`src/rtl/barrier_multi.sv`:
```
// -----------------------------------------------------------------------------
// barrier_multi
//
// Multi-ID barrier unit on the core's ring interface. The local core enters a
// barrier on one of 2**BID_W IDs. The unit waits for the ring token and puts
// one Barrier slot carrying that ID on the ring. It then releases the core with
// a one-cycle done pulse after it has observed every participant's slot for
// that ID, including its own slot when that slot comes back around the ring.
//
// Each ID has its own arrival counter. A counter wraps to zero when it
// reaches the participant target, and that wrap is the completion event.
//
// Ports:
//   clock, reset          rising-edge clock, asynchronous active-low reset
//   selBarrier, barrierId core request to enter barrier (sampled in idle)
//   nParticipants         participant count, quasi-static (0 treated as 1)
//   whichCore             local core number, used as the slot source
//   done                  one-cycle pulse: barrier complete
//   busy                  high while waiting for the token or the barrier
//   error                 sticky: Barrier slot seen with upper RingIn bits set
//   RingIn/SlotTypeIn/SourceIn              incoming ring slot
//   barrierRingOut/SlotTypeOut/SourceOut    outgoing Barrier slot
//   barrierDriveRing      drive the ring this cycle
//   barrierWantsToken     token request
//   barrierAcquireToken   token granted
// -----------------------------------------------------------------------------
module barrier_multi #(
    parameter int          BID_W        = 2,
    parameter int          CNT_W        = 5,
    parameter logic [3:0]  BARRIER_TYPE = 4'h7
) (
    input  logic             clock,
    input  logic             reset,
    input  logic             selBarrier,
    input  logic [BID_W-1:0] barrierId,
    input  logic [CNT_W-1:0] nParticipants,
    input  logic [3:0]       whichCore,
    output logic             done,
    output logic             busy,
    output logic             error,
    input  logic [31:0]      RingIn,
    input  logic [3:0]       SlotTypeIn,
    input  logic [3:0]       SourceIn,
    output logic [31:0]      barrierRingOut,
    output logic [3:0]       barrierSlotTypeOut,
    output logic [3:0]       barrierSourceOut,
    output logic             barrierDriveRing,
    output logic             barrierWantsToken,
    input  logic             barrierAcquireToken
);

    localparam int NBARRIERS = 2**BID_W;

    typedef enum logic [1:0] {
        IDLE,
        WAIT_TOKEN,
        WAIT_BARRIER
    } state_t;

    state_t           state;
    state_t           state_next;
    logic [BID_W-1:0] pending_id;
    logic [CNT_W-1:0] count [NBARRIERS];

    logic [CNT_W-1:0] target;
    logic             arrive;
    logic [BID_W-1:0] aid;
    logic             id_bad;
    logic             last;
    logic             complete;
    logic             pending_hit;

    // Slots are counted regardless of which core sent them, so the source
    // field of incoming slots is not needed.
    logic unused_source;
    assign unused_source = ^SourceIn;

    // -------------------------------------------------------------------------
    // Arrival decode
    // -------------------------------------------------------------------------
    assign target      = (nParticipants == '0) ? CNT_W'(1) : nParticipants;
    assign arrive      = (SlotTypeIn == BARRIER_TYPE);
    assign aid         = RingIn[BID_W-1:0];
    assign id_bad      = |RingIn[31:BID_W];
    assign last        = (count[aid] == target - CNT_W'(1));
    assign complete    = arrive && !id_bad && last;
    assign pending_hit = complete && (aid == pending_id);

    // -------------------------------------------------------------------------
    // Per-ID arrival counters
    // -------------------------------------------------------------------------
    // NOTE: this counter array sits in flops rather than RAM, because every
    // entry must be cleared on reset. A reset loop over a memory would not map
    // onto a RAM macro.
    always_ff @(posedge clock or negedge reset) begin
        if (!reset) begin
            for (int i = 0; i < NBARRIERS; i++) begin
                count[i] <= '0;
            end
        end else if (arrive && !id_bad) begin
            count[aid] <= last ? '0 : count[aid] + CNT_W'(1);
        end
    end

    // -------------------------------------------------------------------------
    // FSM: state register and registered side outputs
    // -------------------------------------------------------------------------
    // NOTE: sequential state uses non-blocking assignments, so every flop
    // samples the values from before the clock edge, whatever the statement order.
    always_ff @(posedge clock or negedge reset) begin
        if (!reset) begin
            state      <= IDLE;
            pending_id <= '0;
            done       <= 1'b0;
            error      <= 1'b0;
        end else begin
            state <= state_next;
            // Accepting only in idle keeps the ID on the ring stable while busy.
            if (state == IDLE && selBarrier) begin
                pending_id <= barrierId;
            end
            // A completion seen before the own slot is on the ring resets the
            // counter but must not release the core.
            done <= (state == WAIT_BARRIER) && pending_hit;
            if (arrive && id_bad) begin
                error <= 1'b1;
            end
        end
    end

    // NOTE: every combinational output gets its default value first. Then no
    // path leaves a signal unassigned, and no latch is inferred.
    always_comb begin
        state_next = state;
        unique case (state)
            IDLE:         if (selBarrier)          state_next = WAIT_TOKEN;
            WAIT_TOKEN:   if (barrierAcquireToken) state_next = WAIT_BARRIER;
            WAIT_BARRIER: if (pending_hit)         state_next = IDLE;
            default:                               state_next = IDLE;
        endcase
    end

    // -------------------------------------------------------------------------
    // Ring outputs
    // -------------------------------------------------------------------------
    // These are decoded straight from the state, so an asynchronous reset
    // drops them at once.
    assign busy               = (state != IDLE);
    assign barrierWantsToken  = (state == WAIT_TOKEN);
    // The own slot is on the ring only in the grant cycle.
    assign barrierDriveRing   = (state == WAIT_TOKEN) && barrierAcquireToken;
    assign barrierRingOut     = {{(32-BID_W){1'b0}}, pending_id};
    assign barrierSlotTypeOut = BARRIER_TYPE;
    assign barrierSourceOut   = whichCore;

endmodule

```
`config.mk`:
```
export PLATFORM = sky130hd
export DESIGN_NAME = barrier_multi
export DESIGN_NICKNAME = d
export VERILOG_FILES = /design/src/rtl/barrier_multi.sv
export SDC_FILE = /design/constraint.sdc
export NUM_CORES = 1
export LEC_CHECK = 0
export CAP_MARGIN = 20
export CORE_MARGIN = 1
export CORE_UTILIZATION = 30
export DETAILED_ROUTE_END_ITERATION = 12
export PLACE_DENSITY = 0.65
export SYNTH_ARGS = -nofsm -noshare
export SYNTH_HDL_FRONTEND = slang
export SYNTH_SLANG_ARGS = --single-unit
```
`constraint.sdc`:
```
create_clock -name clock -period 2.4 [get_ports clock]
set_input_delay 0.48 -clock clock [delete_from_list [all_inputs] [get_ports clock]]
set_output_delay 0.48 -clock clock [all_outputs]
set_load 0.05 [all_outputs]
```
After elaboration in Yosys (flattened, before gate mapping):

Cells that the tools add are included.

* bits in registers: 26
* logic and storage cells: 47

* add/subtract/negate cells: 2
* magnitude comparators: 2
* eq/ne operators: 8
* reductions and logical operators: 14
* bitwise gates (word level): 1
* muxes and demuxes: 12

Operators by type and width (count)
* 30-bit OR reduction: 1
* 5-bit 2-to-1 mux: 5
* 20-bit bitwise mux: 1
* 5-bit binary-select mux with 2-bit select: 1
* 5-bit demux with 2-bit select: 1
* 1-bit logical AND: 8
* 2-bit 2-to-1 mux: 3
* 2-bit case mux with 3 select lines: 1
* 5-bit by 1-bit adder with 5-bit output, second input constant: 1
* 5-bit equality test: 1
* 5-bit logical NOT: 1
* 5-bit by 1-bit subtractor with 5-bit output, second input constant: 1
* 4-bit by 3-bit equality test with 1-bit output, second input constant: 1
* 2-bit inequality test, second input constant: 2
* 3-bit >= comparator, second input constant: 1
* 3-bit by 1-bit < comparator with 1-bit output, second input constant: 1
* 2-bit NOT with 3-bit output: 1
* 3-bit AND reduction: 1
* 2-bit by 1-bit equality test with 1-bit output, second input constant: 1
* 2-bit equality test: 1
* 2-bit equality test, second input constant: 1
* 2-bit logical NOT: 1
* 2-bit by 1-bit inequality test with 1-bit output, second input constant: 1
* 2-bit nonzero test: 1
* 1-bit logical NOT: 1

Logic depth before layout (Yosys ltp):

* word-level depth: 9
* depth in mapped cells: 10

Worst setup path after synthesis:

Ideal clock, no wire load.

* kind: input-to-reg
* from: in nParticipants[4]
* to: reg state[1]
* path buffers: 0
* data required time: 2280 ps
* path slack: -39 ps
* cell stages on the path: 8
* data arrival time: 2320 ps
* path through: nor4_1 > nor2_1 > ha_1 > nand2b_1 > a311oi_1 > a41oi_1 > or4_1 > a31o_1

* cells in the longest elaborated chain, start to end: 8

RTL lines
* start, declared: line 36 `input logic [CNT_W-1:0] nParticipants,`
* 5-bit logical NOT: line 81 `assign target = (nParticipants == '0) ? CNT_W'(1) : nParticipants;`
* 5-bit 2-to-1 mux *: line 81
* 5-bit by 1-bit subtractor with 5-bit output *: line 85 `assign last = (count[aid] == target - CNT_W'(1));`
* 5-bit equality test *: line 85
* 1-bit logical AND *: line 86 `assign complete = arrive && !id_bad && last;`
* 1-bit logical AND *: line 87 `assign pending_hit = complete && (aid == pending_id);`
* 2-bit inequality test (no line) *
* 3-bit AND reduction (no line) *
* end signal, assigned: line 117 `state <= state_next;`
* end, declared: line 60 `state_t state;`

Mark *: on every way between the ends. The rest lies on a longest branch, timed or not.
A chain may end at the register's enable or synchronous reset.

Final worst setup path:

* from: in RingIn[18]
* to: reg state[1]

* cells in the longest elaborated chain, start to end: 7

RTL lines
* start, declared: line 41 `input logic [31:0] RingIn,`
* 30-bit OR reduction: line 84 `assign id_bad = |RingIn[31:BID_W];`
* 1-bit logical NOT: line 86
* 1-bit logical AND (2 in a row): line 86
* 1-bit logical AND: line 87
* 2-bit inequality test (no line)
* 3-bit AND reduction (no line)

No other way between the ends.

==> impl_metrics.csv <==
group,metric,value,unit
detailed_routing,first_pass_iters,5,
global_routing,antenna_found_initial,0,
detailed_routing,first_iter_violations,69,
die,start_util,31.6,%
critical_path,crit_path_start_kind,"input pin",
timing,setup_viol_count_final,0,
synth,syn_area,1760,sq um
die,die_h,78.6,um
synth,ys_ff_latch,26,
detailed_routing,ant_nets,0,
placement,place_area,2410,sq um
timing,setup_ws,48.1,ps
global_routing,track_usage,14.5,%
critical_path,crit_type,"in2reg",
placement,dp_cells,322,
global_routing,grt-ovfl-total,0,
placement,place_ws,-625,ps
power_and_ir_drop,vdd_drop_max,0.332,mV
clock_tree,cts_sinks,26,
final_layout,n_antenna_cell,0,
final_layout,area_delta_synth_final,51.7,%
global_routing,grt_max_degree,27,
outcome,status,"finished clean",
synth,synth.distinct_cells,37,
power_and_ir_drop,powerDensity,554,nW/um^2
timing,final_max_slew_viol_count,0,
final_layout,drive_gt1_share,29.1,%
global_routing,grt_first_pass_wirelength,7100,um
detailed_routing,routed_wl,4400,um
critical_path,cp.required,2560,ps
global_routing,grt_pass1_vias,1441,
hold_path,hp-class,"reg2reg",
synth,syn_inst,182,
clock_tree,cts_tree,"yes",
final_layout,fillers,520,
clock_tree,hold_buffers,0,
final_layout,final_area,2670,sq um
timing,tightest_slew,543,ps
clock_tree,htreeDepth,1,
die,io_pins,100,
timing,post-route-min-period,2350,ps
clock_tree,cts_root_buf,"clkbuf_8",
timing,fmax,0.425,GHz
die,rows,27,
clock_tree,cts_buffer_depth,2,
timing,fin_worst_skew,6.78,ps
critical_path,cp.arrival,2510,ps
critical_path,crit_fanout,3,
clock_tree,cts_made_buffers,3,
final_layout,stdcell_count,330,
synth,syn_area_per_cell,9.67,sq um
placement,dpl.hpwl,3210,um
detailed_routing,drc,0,
synth,synth_seq_area_share,37.0,%
timing,fin_crit_sh,98.0,%
final_layout,nNetsFinal,316,
detailed_routing,avgRoutedWirePerCell,13.3,um
job,drv_cap,0,
die,die_area,6170,sq um
die,core_area,5570,sq um
detailed_routing,via_per_inst,4.63,
placement,io_buffer_count,53,
power_and_ir_drop,power_leakage,0.00123,uW
synth,async_flop_share,100,%
timing,relSlewSlack,63.6,%
synth,yosysWarnings,0,
detailed_routing,num_vias,1528,
power_and_ir_drop,p_total,1480,uW
clock_tree,clkTransAtPathRegs,90,ps
timing,finalSetupTns,0,ps
clock_tree,clk_latency,270,ps
placement,place_congestion,0.813,
synth,synth_flop_cell,"dfrtp_1",
die,chipWidth,78.6,um
timing,hold_viol,0,
synth,synth_edf_count,0,
critical_path,end_kind,"register",
## metrics by stage
step,hold WS (ps),util (%)
6_report,485,47.9
2_1_floorplan,184,-
3_3_place_gp,458,43.2
5_1_grt,500,47.9
3_5_place_dp,463,43.2
4_1_cts,485,45.1
## power breakdown
part,switching [uW],internal [uW]
Sequential,37.1,472
Combinational,383,227
Clock,136,223
Total,556,922
## final timing paths
check,slack (ps),start,endpoint,cells past startpoint
worst max-delay path,50,RingIn[18],state[1],8
worst min-delay path,480,count[1],count[1],2
worst max register to register,160,count[19],state[1],6
worst min register to register,480,count[1],count[1],2
max in group asynchronous,1580,reset,count[19],2
min in group asynchronous,570,reset,count[16],2
## worst max-delay path: stages
cell             delay, ps
clkdlybuf4s50_1        440
nor4_2                 170
nand4_1                220
nor3_2                 220
buf_4                  150
nand3_2                 60
or4_4                  540
a31o_1                 230
## flip-flops by register name, summed over array words and instances (netlist names)
register	count
count	20
pending_id	2
state	2
error	1
done	1
## area by class of cell
class                   instances  area (sq um)  share of cell area, %
flip-flops and latches         26           651                   24.4
clock inverters                 1          30.0                   1.13
well taps                      72          90.1                   3.38
multi-input cells             139          1030                   38.7
clock buffers                   3          41.3                   1.55
repair buffers                 84           805                   30.1
inverters                       5          18.8                  0.703
## layout by cell type (no fill, tap or decap), types with 5 or more instances in the layout
cell / n
o31ai_2: 11
nand2_1: 20
clkdlybuf4s50_1: 33
conb_1: 34
dfrtp_1: 26
buf_4: 29
nor4_2: 8
o31ai_1: 9
nor2_1: 9
dlymetal6s2s_1: 13
mux4_2: 5
inv_1: 5
## metal layers
metal / vias to the layer above / track usage [%] / routed length [um]
met4: 0 / 1.67 / 25
met3: 4 / 2.79 / 178
li1: 730 / - / -
met5: - / 0 / 0
met2: 41 / 24.2 / 2290
met1: 753 / 20.0 / 1910
## synthesized netlist by cell type (all sizes together) (2+ instances only)
library cell / count / area share (%)
o31ai: 20 / 8.5
nand3b: 3 / 1.3
dfrtp: 26 / 37
conb: 2 / 0.43
nand4: 2 / 0.71
nor3: 2 / 0.57
nor2: 9 / 1.9
nor4: 8 / 2.8
buf: 43 / 18
nand2b: 3 / 1.1
xor2: 4 / 2.0
mux2: 2 / 1.3
mux2i: 2 / 1.1
xnor2: 4 / 2.0
inv: 5 / 1.1
ha: 2 / 1.4
nand3: 4 / 1.1
nand2: 20 / 4.3
mux4: 5 / 6.4
## what timing repair did
item | 4_1_cts | 5_1_grt
endpoints found under the setup margin | 22 | 22
gates resized for setup | 11 | 43
buffers inserted | 3 | 1
pin swaps | 8 | 13
## cell families after synthesis
group	share of synthesized area, %
XOR/XNOR	3.98
buffers and inverters	19.6
flip-flops	37.0
other	0.427
AO/OA/AOI/OAI	12.0
AND/OR/NAND/NOR	16.7
multiplexers	8.82
adder cells (fa/ha/maj)	1.42
No activity file was read; power rests on OpenSTA's default activity.
